--- src/rtl/chip8_pkg.sv ---
// Shared definitions for the CHIP-8 timer block: defaults, timer select
// encodings and the tone-generator sizing helpers.
package chip8_pkg;

   localparam int CLOCK_FREQUENCY_DEFAULT = 50_000_000;
   localparam int TONE_HZ_DEFAULT         = 440;
   localparam int TIMER_WIDTH_DEFAULT     = 8;

   // wr_sel encodings
   localparam logic SEL_DELAY = 1'b0;
   localparam logic SEL_SOUND = 1'b1;

   // Last count value of one tone half-period (counter runs 0..half).
   function automatic int tone_half(input int clock_frequency, input int tone_hz);
      return clock_frequency / (2 * tone_hz) - 1;
   endfunction

   // Bits needed to hold 0..half; never narrower than one bit.
   function automatic int tone_counter_width(input int half);
      return (half < 1) ? 1 : $clog2(half + 1);
   endfunction

endpackage

--- src/rtl/square_tone_gen.sv ---
// Square-wave buzzer generator. While enabled, a counter walks 0..HALF and
// flips tone_out at every wrap; when disabled the counter and output are
// cleared, so each burst begins low with a full half-period.
module square_tone_gen
   import chip8_pkg::*;
#(
   parameter int CLOCK_FREQUENCY = CLOCK_FREQUENCY_DEFAULT,
   parameter int TONE_HZ         = TONE_HZ_DEFAULT
) (
   input  logic clock_in,
   input  logic resetn,
   input  logic enable,
   output logic tone_out
);

   localparam int               HALF     = tone_half(CLOCK_FREQUENCY, TONE_HZ);
   localparam int               CNT_W    = tone_counter_width(HALF);
   localparam logic [CNT_W-1:0] HALF_CNT = CNT_W'(HALF);

   logic [CNT_W-1:0] count;

   // Half-period counter and output toggle; idle state is count=0, tone low.
   always_ff @(posedge clock_in) begin
      if (!resetn) begin
         count    <= '0;
         tone_out <= 1'b0;
      end else if (!enable) begin
         count    <= '0;
         tone_out <= 1'b0;
      end else if (count == HALF_CNT) begin
         count    <= '0;
         tone_out <= ~tone_out;
      end else begin
         count    <= count + CNT_W'(1);
      end
   end

endmodule

--- src/rtl/chip8_timer_unit.sv ---
// CHIP-8 delay and sound timers. Both count down once per 60 Hz tick and
// saturate at zero; a CPU write to a timer takes priority over that timer's
// decrement in the same cycle. The sound timer gates the buzzer tone.
module chip8_timer_unit
   import chip8_pkg::*;
#(
   parameter int CLOCK_FREQUENCY = CLOCK_FREQUENCY_DEFAULT,
   parameter int TONE_HZ         = TONE_HZ_DEFAULT,
   parameter int TIMER_WIDTH     = TIMER_WIDTH_DEFAULT
) (
   input  logic                   clock_in,
   input  logic                   resetn,
   input  logic                   tick_60Hz,
   input  logic                   wr_en,
   input  logic                   wr_sel,
   input  logic [TIMER_WIDTH-1:0] wr_data,
   output logic [TIMER_WIDTH-1:0] delay_value,
   output logic [TIMER_WIDTH-1:0] sound_value,
   output logic                   delay_expired,
   output logic                   sound_active,
   output logic                   tone_out
);

   localparam logic [TIMER_WIDTH-1:0] ONE = TIMER_WIDTH'(1);

   logic wr_delay;
   logic wr_sound;

   // Decode which timer (if any) the CPU is loading this cycle.
   always_comb begin
      wr_delay = wr_en && (wr_sel == SEL_DELAY);
      wr_sound = wr_en && (wr_sel == SEL_SOUND);
   end

   // Delay timer: load wins over tick, otherwise decrement toward zero.
   always_ff @(posedge clock_in) begin
      if (!resetn) begin
         delay_value <= '0;
      end else if (wr_delay) begin
         delay_value <= wr_data;
      end else if (tick_60Hz && (delay_value != '0)) begin
         delay_value <= delay_value - ONE;
      end
   end

   // Expiry pulse only for a tick-driven 1 -> 0 transition, never for a load.
   always_ff @(posedge clock_in) begin
      if (!resetn) begin
         delay_expired <= 1'b0;
      end else begin
         delay_expired <= tick_60Hz && !wr_delay && (delay_value == ONE);
      end
   end

   // Sound timer: same load/decrement rules as the delay timer.
   always_ff @(posedge clock_in) begin
      if (!resetn) begin
         sound_value <= '0;
      end else if (wr_sound) begin
         sound_value <= wr_data;
      end else if (tick_60Hz && (sound_value != '0)) begin
         sound_value <= sound_value - ONE;
      end
   end

   // Buzzer is on whenever the sound timer holds a non-zero count.
   always_comb begin
      sound_active = (sound_value != '0);
   end

   square_tone_gen #(
      .CLOCK_FREQUENCY (CLOCK_FREQUENCY),
      .TONE_HZ         (TONE_HZ)
   ) u_tone (
      .clock_in (clock_in),
      .resetn   (resetn),
      .enable   (sound_active),
      .tone_out (tone_out)
   );

endmodule

--- config.mk ---
export PLATFORM = sky130hd
export DESIGN_NAME = chip8_timer_unit
export DESIGN_NICKNAME = d
export VERILOG_FILES = /design/src/rtl/chip8_pkg.sv /design/src/rtl/square_tone_gen.sv /design/src/rtl/chip8_timer_unit.sv
export SDC_FILE = /design/constraint.sdc
export NUM_CORES = 1
export LEC_CHECK = 0
export BUFFER_PORTS_ARGS = -buffer_cell sky130_fd_sc_hd__buf_4
export CAP_MARGIN = 5
export CELL_PAD_IN_SITES_DETAIL_PLACEMENT = 0
export CELL_PAD_IN_SITES_GLOBAL_PLACEMENT = 2
export CORE_UTILIZATION = 37
export CTS_BUF_LIST = sky130_fd_sc_hd__clkbuf_8
export CTS_CLUSTER_DIAMETER = 60
export DETAILED_ROUTE_END_ITERATION = 12
export PLACE_DENSITY = 0.9
export SLEW_MARGIN = 20
export SYNTH_ARGS = -nofsm -noshare
export SYNTH_HDL_FRONTEND = slang
export SYNTH_SLANG_ARGS = --single-unit
--- constraint.sdc ---
create_clock -name clock_in -period 4.35 [get_ports clock_in]
set_input_delay 0.87 -clock clock_in [delete_from_list [all_inputs] [get_ports clock_in]]
set_output_delay 0.87 -clock clock_in [all_outputs]
set_load 0.05 [all_outputs]
======== Word level (Yosys, flattened, before mapping) ========
Index checks and enable logic that the tools add are counted.
storage, ports and cells
  register bits ........................... 34
  input bits .............................. 13
  output and inout port bits .............. 19
  logic and storage cells ................. 31
cells by class
  add/sub/neg operators ................... 3
  eq/ne operators ......................... 2
  muxes and demuxes ....................... 4
  bitwise operators ....................... 4
  reductions and logical operators ........ 13
operators with widths
  cell                     count
  $mux W8                  4
  $add A16 B1 Y16 const B  1
  $eq A16 B16 Y1 const B   1
  $reduce_bool A8 Y1       2
  $sub A8 B1 Y8 const B    2
  $eq A8 B1 Y1 const B     1
  $logic_and A1 B1 Y1      6
  $not A1 Y1               4
  $reduce_bool A2 Y1       2
  $reduce_or A3 Y1         1
  $reduce_and A2 Y1        1
  $logic_not A1 Y1         1

======== Logic depth before layout (Yosys ltp) ========
Gate-level depths: netlist of the first run.
  depth in word-level cells ............... 5
  mapped depth ............................ 7
  gate-level depth less buffers ........... 6

======== Modules after synthesis ========
A second synthesis of the first run with hierarchy kept.
second synthesis, totals
  cell total of the unflattened synthesis .. 211
  area total of the unflattened synthesis .. 1823.0 sq um
modules (own cells, without submodules)
  module            instances  cells an instance  area an instance (sq um)  sequential area each (sq um)
  chip8_timer_unit  1          126                1026.0                    340.3
  square_tone_gen   1          85                 797.0                     340.3

======== Least setup slack after synthesis of the first run ========
OpenSTA, ideal clock, no wires.
  path type ............................... register to output
  from .................................... register sound_value[4]
  to ...................................... output sound_active
  arrival ................................. 1575 ps
  data required time ...................... 3480 ps
  slack ................................... 1905 ps
  stages on the path, launching flop included .. 3
  buffers on the path ..................... 0
  path through ............................ dfxtp_1 -> nor4_2 -> nand3_1
between the ends
  cells in the longest elaborated chain, start to end .. 1
ends and longest elaborated chain
  element                 line                    RTL
  start, declared         chip8_timer_unit.sv:18  output logic [TIMER_WIDTH-1:0] sound_value,
  start signal, assigned  chip8_timer_unit.sv:60  sound_value <= wr_data;
  start signal, assigned  chip8_timer_unit.sv:62  sound_value <= sound_value - ONE;
  $reduce_bool A8 Y1      chip8_timer_unit.sv:68  sound_active = (sound_value != '0);
  end, declared           chip8_timer_unit.sv:20  output logic sound_active,
No other way between the ends.

======== Worst setup path in the final report of the first run ========
Ends and elaborated chain as after synthesis.

==> impl_metrics.json, run 1 <==
{
  "outcome": "finished, final reports clean",
  "area_growth_pct": 21.0,
  "finClkSkew_ns": 0.00668,
  "yosysTopAreaCell": "dfxtp_1",
  "ir_drop_mv": 0.235,
  "p_per_area_nw_per_um2": 419,
  "synth_compound_area_share_pct": 14.3,
  "synth_mux_area_share_pct": 1.72,
  "drive_above_1_share_pct": 19.1,
  "pwr-share-seq_pct": 41.9,
  "diodes": 0,
  "worstSetupPathType": "flip-flop to output port",
  "max_cap_viol_count": 0,
  "synth_nets": 222,
  "p_clk_share_pct": 27.8,
  "track_usage_pct": 17.3,
  "hpwlAfterDp_um": 2890,
  "yosysTopAreaCellShare_pct": 39.0,
  "start_util_pct": 39.3,
  "worstSkewPairLatency_ns": 0.29,
  "postCtsSetupRepairBufs": 0,
  "antenna_found_initial": 0,
  "grt_pass1_wl_um": 6690,
  "drtIter0Drc": 78,
  "async_flop_share_pct": 0,
  "critPathRequiredTime_ns": 3.48,
  "tns_ns": 0,
  "leakage_nw": 0.785,
  "grt_pass1_vias": 1473,
  "yosys_warnings": 0,
  "cts_resized": 0,
  "max_freq_ghz": 0.382,
  "drc": 0,
  "ios": 32,
  "ys.flop_type": "dfxtp_1",
  "avgRoutedWirePerCell_um": 13.6,
  "finalSetupViolCount": 0,
  "synthXorXnorAreaFrac_pct": 10.0,
  "synth-edff-count": 0,
  "fin_crit_sh_pct": 60.3,
  "synth_cells": 203,
  "synthAdderAreaFrac_pct": 4.30,
  "end_kind": "output port",
  "yosys-top-cells-area": "dfxtp_1 (39%), xnor2_1 (8.5%), nor2_1 (5.2%)",
  "ys_seq_elements": 34,
  "p_switching_uw": 326,
  "fp.dieArea_um2": 5000,
  "ys_types": 40,
  "die_h_um": 70.7,
  "vias_per_cell": 5.35,
  "coreArea_um2": 4440,
  "gr-total-overflow": 0,
  "cts_hold_buffers": 0,
  "path_max_fanout": 7,
  "hold_class": "flip-flop to flip-flop",
  "syn_avg_cell_area_um2": 8.60,
  "slew_headroom_pct": 60.7,
  "grt_setup_unrepaired": "false",
  "synth_top_family_by_area": "simple AND/OR/NAND/NOR gates",
  "p_sw_share_pct": 36.8,
  "cp-start-kind": "flip-flop",
  "worst_pin_slew_ns": 0.583,
  "syn_area_um2": 1750,
  "crit_arrival_ns": 1.75,
  "cts_tree": "done",
  "clockBufferDepth": 2,
  "drt-total-wl_um": 3910,
  "fin_nets": 254,
  "dieWidth_um": 70.7,
  "fin_cells": 288,
  "grt_max_degree": 21,
  "cts_buffers": 5,
  "p_int_uw": 560,
  "clockRootBuffer": "clkbuf_8",
  "final_max_slew_viol_count": 0,
  "synthSimpleGateAreaFrac_pct": 27.0,
  "clock_sinks": 34,
  "portBuffers": 31,
  "place.gp.congestion": 0.770,
  "hold_violations": 0,
  "drt_first_pass_iters": 4,
  "period_needed_ns": 2.62,
  "fp-row-count": 24,
  "ys_seq_area_share_pct": 39.0,
  "place_inst": 280,
  "ant_nets": 0,
  "vias": 1542,
  "power_frac_comb_pct": 30.2,
  "clk_pin_slew_ns": 0.07,
  "htree_levels": 2
}
[cells by family after synthesis]
kind of cell               after synthesis
muxes                                    3
and+or+nand+nor                         83
adders and majority gates                6
AOI/OAI and AO/OA                       41
buffers and inverters                   16
xor gates and xnor gates                20
DFF                                     34
[critical path: stages (launching register included)]
cell	delay (ns)
dfxtp_1	0.38
nor4_2	0.53
nand3_1	0.28
buf_4	0.27
[per-layer routing]
| metal | GRT usage [%] | share of wire [%] |
|---|---|---|
| met3 | 6.27 | 4.6 |
| met5 | 0 | 0 |
| met1 | 20.6 | 47 |
| met4 | 6.67 | 1.6 |
| met2 | 28.5 | 47 |
[cell type report]
cell class | instances | area [µm²]
Tap cell | 52 | 65.1
Clock buffer | 6 | 82.6
Inverter | 10 | 37.5
Sequential cell | 34 | 681
Fill cell | 477 | 2330
Timing Repair Buffer | 31 | 233
Clock inverter | 2 | 12.5
Multi-Input combinational cell | 153 | 1000
[Yosys cell counts, drive strengths merged (2+ instances only)]
| master | instances |
|---|---|
| xor2 | 3 |
| nor2 | 24 |
| o21ai | 13 |
| o221ai | 2 |
| a2111oi | 2 |
| or3b | 2 |
| a211oi | 6 |
| nor4 | 8 |
| and4 | 2 |
| and3 | 2 |
| nand2 | 11 |
| nor2b | 2 |
| a21oi | 13 |
| ha | 6 |
| nor3 | 8 |
| a31oi | 4 |
| nand3 | 8 |
| clkbuf | 5 |
| nand4b | 3 |
| mux2i | 3 |
| xnor2 | 17 |
| dfxtp | 34 |
| inv | 10 |
| nand4bb | 2 |
| nand4 | 3 |
[per-stage QoR]
stage          util (%)  instance area (µm²)  hold slack (ns)  total power, mW  setup slack [ns]
2_1_floorplan         -                 1750            0.452            0.572              1.91
3_3_place_gp       45.4                 2020            0.480            0.649              2.14
3_5_place_dp       45.4                 2020            0.492            0.648              2.05
4_1_cts            47.5                 2110            0.506            0.899              1.72
5_1_grt            47.5                 2110            0.541            0.941              1.63
6_report           47.5                 2110            0.507            0.886              1.73
[placed cells by master (no fill, tap or decap), types with 2 or more instances in the layout]
cell type and n:
dfxtp_1 34, buf_4 31, nor2_1 24, xnor2_1 17, a21oi_1 13, o21ai_0 13, nand2_1 11, inv_1 10
nand3_1 7, nor3_1 7, nor4_1 7, a211oi_1 6, ha_1 6, clkbuf_8 6, a31oi_1 4, nand4_1 3
xor2_1 3, nand4b_1 3, mux2i_1 3, and3_1 2, nand4bb_1 2, and4_1 2, nor2b_1 2, o221ai_1 2
[power groups by stage]
stage | sequential [mW] | combinational [mW] | clock, mW
after floorplan | 0.442 | 0.130 | 0
after global placement | 0.379 | 0.270 | 0
after detailed placement | 0.378 | 0.270 | 0
after CTS | 0.372 | 0.270 | 0.257
after global routing | 0.377 | 0.291 | 0.274
final | 0.371 | 0.268 | 0.247
[registers in the layout, indices dropped and copies added (netlist names)]
signal and count:
u_tone.count 16, sound_value 8, delay_expired 1, delay_value 8
u_tone.tone_out 1
[path summary, 6_finish.rpt]
kind	cells past startpoint	endpoint	startpoint	slack, ns
setup / recovery	3	sound_active	sound_value[4]	1.73
hold reg to reg	1	u_tone.count[0]	u_tone.count[0]	0.51
hold / removal	1	u_tone.count[0]	u_tone.count[0]	0.51
setup reg to reg	4	u_tone.count[4]	sound_value[4]	2.60
(Power assumes the default switching activity.)
==> run 2: changes to the inputs <==
--- a/config.mk
+++ b/config.mk
@@ -9,11 +9,11 @@
 export CAP_MARGIN = 5
 export CELL_PAD_IN_SITES_DETAIL_PLACEMENT = 0
 export CELL_PAD_IN_SITES_GLOBAL_PLACEMENT = 2
-export CORE_UTILIZATION = 37
+export CORE_UTILIZATION = 31
 export CTS_BUF_LIST = sky130_fd_sc_hd__clkbuf_8
 export CTS_CLUSTER_DIAMETER = 60
 export DETAILED_ROUTE_END_ITERATION = 12
-export PLACE_DENSITY = 0.9
+export PLACE_DENSITY = 0.81
 export SLEW_MARGIN = 20
 export SYNTH_ARGS = -nofsm -noshare
 export SYNTH_HDL_FRONTEND = slang
==> constraint.sdc (replaced) <==
create_clock -name clock_in -period 2.2 [get_ports clock_in]
set_input_delay 0.44 -clock clock_in [delete_from_list [all_inputs] [get_ports clock_in]]
set_output_delay 0.44 -clock clock_in [all_outputs]
set_load 0.05 [all_outputs]
==> run 2 against run 1 <==
Net effect:
- sequential share of layout area is 0.47 points lower
- clock skew fell by 0.0036 ns
- critical path depth did not move
- critical endpoint unchanged
- combinational power increased by 100%
- global-route usage down 2.7 points
- sequential cell count unchanged
- count of clock-buffer cells in the layout unchanged
- core utilization decreased by 6.9 points
- largest cell class unchanged
- clock power rose by 96%
- sequential power grew 98%
- routed wire length up 2.1%
- setup slack lost 1.4 ns
==> impl_metrics.json, run 2 (synthesis results as in run 1) <==
{
  "vias": 1520,
  "fillers": 570,
  "antenna_found_initial": 0,
  "fp-row-count": 26,
  "reg2reg_slack_ns": 0.46,
  "ir_drop_mv": 0.415,
  "ios": 32,
  "finClkSkew_ns": 0.00309,
  "fin_crit_sh_pct": 85.8,
  "setup_slack_ns": 0.312,
  "grt_pass1_vias": 1472,
  "max_freq_ghz": 0.530,
  "hold_ws_ns": 0.454,
  "place_inst": 299,
  "track_usage_pct": 14.6,
  "clk_pin_slew_ns": 0.07,
  "ant_nets": 0,
  "final_common_cell": "dfxtp_1",
  "max_cap_viol_count": 0,
  "cts_tree": "done",
  "tns_ns": 0,
  "dp_slack_ns": 0.482,
  "cts_buffers": 5,
  "multiInputGateArea_um2": 1010,
  "fin_cells": 307,
  "coreArea_um2": 5270,
  "finalPower_mw": 1.76,
  "fp.dieArea_um2": 5930,
  "path_max_fanout": 7,
  "die_h_um": 77.0,
  "hold_violations": 0,
  "cp-start-kind": "flip-flop",
  "hold_class": "primary input to flip-flop",
  "clockRootBuffer": "clkbuf_8",
  "vias_per_cell": 4.95,
  "cts_resized": 0,
  "start_util_pct": 33.1,
  "area_growth_pct": 22.8,
  "leakage_nw": 0.797,
  "portBuffers": 31,
  "end_kind": "output port",
  "hpwlAfterDp_um": 2960,
  "clockBufferDepth": 2,
  "grt_setup_unrepaired": "false",
  "critPathRequiredTime_ns": 1.76,
  "final_max_slew_viol_count": 0,
  "finalSetupViolCount": 0,
  "drt-total-wl_um": 3990,
  "grt_max_degree": 21,
  "worst_pin_slew_ns": 0.568,
  "clock_sinks": 34,
  "worstSkewPairLatency_ns": 0.29,
  "seqCellArea_um2": 681,
  "drtIter0Drc": 40,
  "hold_depth": 3,
  "drt_first_pass_iters": 4,
  "rr_worst_depth": 6,
  "top_register": "u_tone.count",
  "fin_nets": 255,
  "dieWidth_um": 77.0,
  "p_per_area_nw_per_um2": 819,
  "outcome": "finished, final reports clean",
  "place.gp.congestion": 0.737,
  "largest_reg_flops": 16,
  "diodes": 0,
  "crit_arrival_ns": 1.45,
  "drc": 0,
  "gr-total-overflow": 0,
  "final_cell_mix": "dfxtp_1 (34), buf_4 (32), nor2_1 (24), xnor2_1 (17)",
  "postCtsSetupRepairBufs": 0,
  "drive_above_1_share_pct": 19.4,
  "htree_levels": 2,
  "worstSetupPathType": "flip-flop to output port",
  "grt_pass1_wl_um": 6880,
  "slew_headroom_pct": 62.1,
  "avgRoutedWirePerCell_um": 13.0,
  "period_needed_ns": 1.89,
  "cts_hold_buffers": 0,
  "top_regs": "u_tone.count x16, delay_value x8, sound_value x8"
}
[run 2: cell count changes in the layout (fill, tap and decap cells not counted), sizes merged]
cell,previous run,this run
clkinvlp,1,0
buf,31,32
inv,10,11
[run 2: metrics by stage]
step	area, µm²	utilization [%]
floorplan	1750	-
global placement	2050	38.9
detailed placement	2050	38.9
CTS	2140	40.7
global route	2140	40.7
finish	2140	40.7
[run 2: cell type report]
cell class / count / area share [%]
clock buffers: 6 / 3.85
clock inverters: 2 / 0.409
inverters: 10 / 1.75
multi-input cells: 153 / 46.9
flip-flops and latches: 34 / 31.8
well taps: 70 / 4.09
repair buffers: 32 / 11.2
[run 2: path summary, 6_finish.rpt]
kind | startpoint | end
hold / removal | wr_data[6] | sound_value[6]
setup / recovery | sound_value[4] | sound_active
setup reg to reg | delay_value[0] | delay_value[2]
hold reg to reg | u_tone.count[0] | u_tone.count[0]
[run 2: metal layers]
metal | global-route usage, % | routed length (µm) | vias to the layer above
li1 | - | - | 796
met1 | 17.2 | 1870 | 696
met2 | 25.4 | 1940 | 21
met3 | 3.81 | 133 | 7
met4 | 5.09 | 51 | 0
met5 | 0 | 0 | -
[run 2: critical path, cell delays in order, from the launching register on]
cell and delay, ns:
dfxtp_1 0.37, nor4_2 0.36, nand3_2 0.19, buf_4 0.23
[run 2: where the power goes]
group / total, mW / switching (mW) / internal [mW]
Clock: 0.484 / 0.236 / 0.248
Sequential: 0.735 / 0.0697 / 0.665
Combinational: 0.537 / 0.341 / 0.196
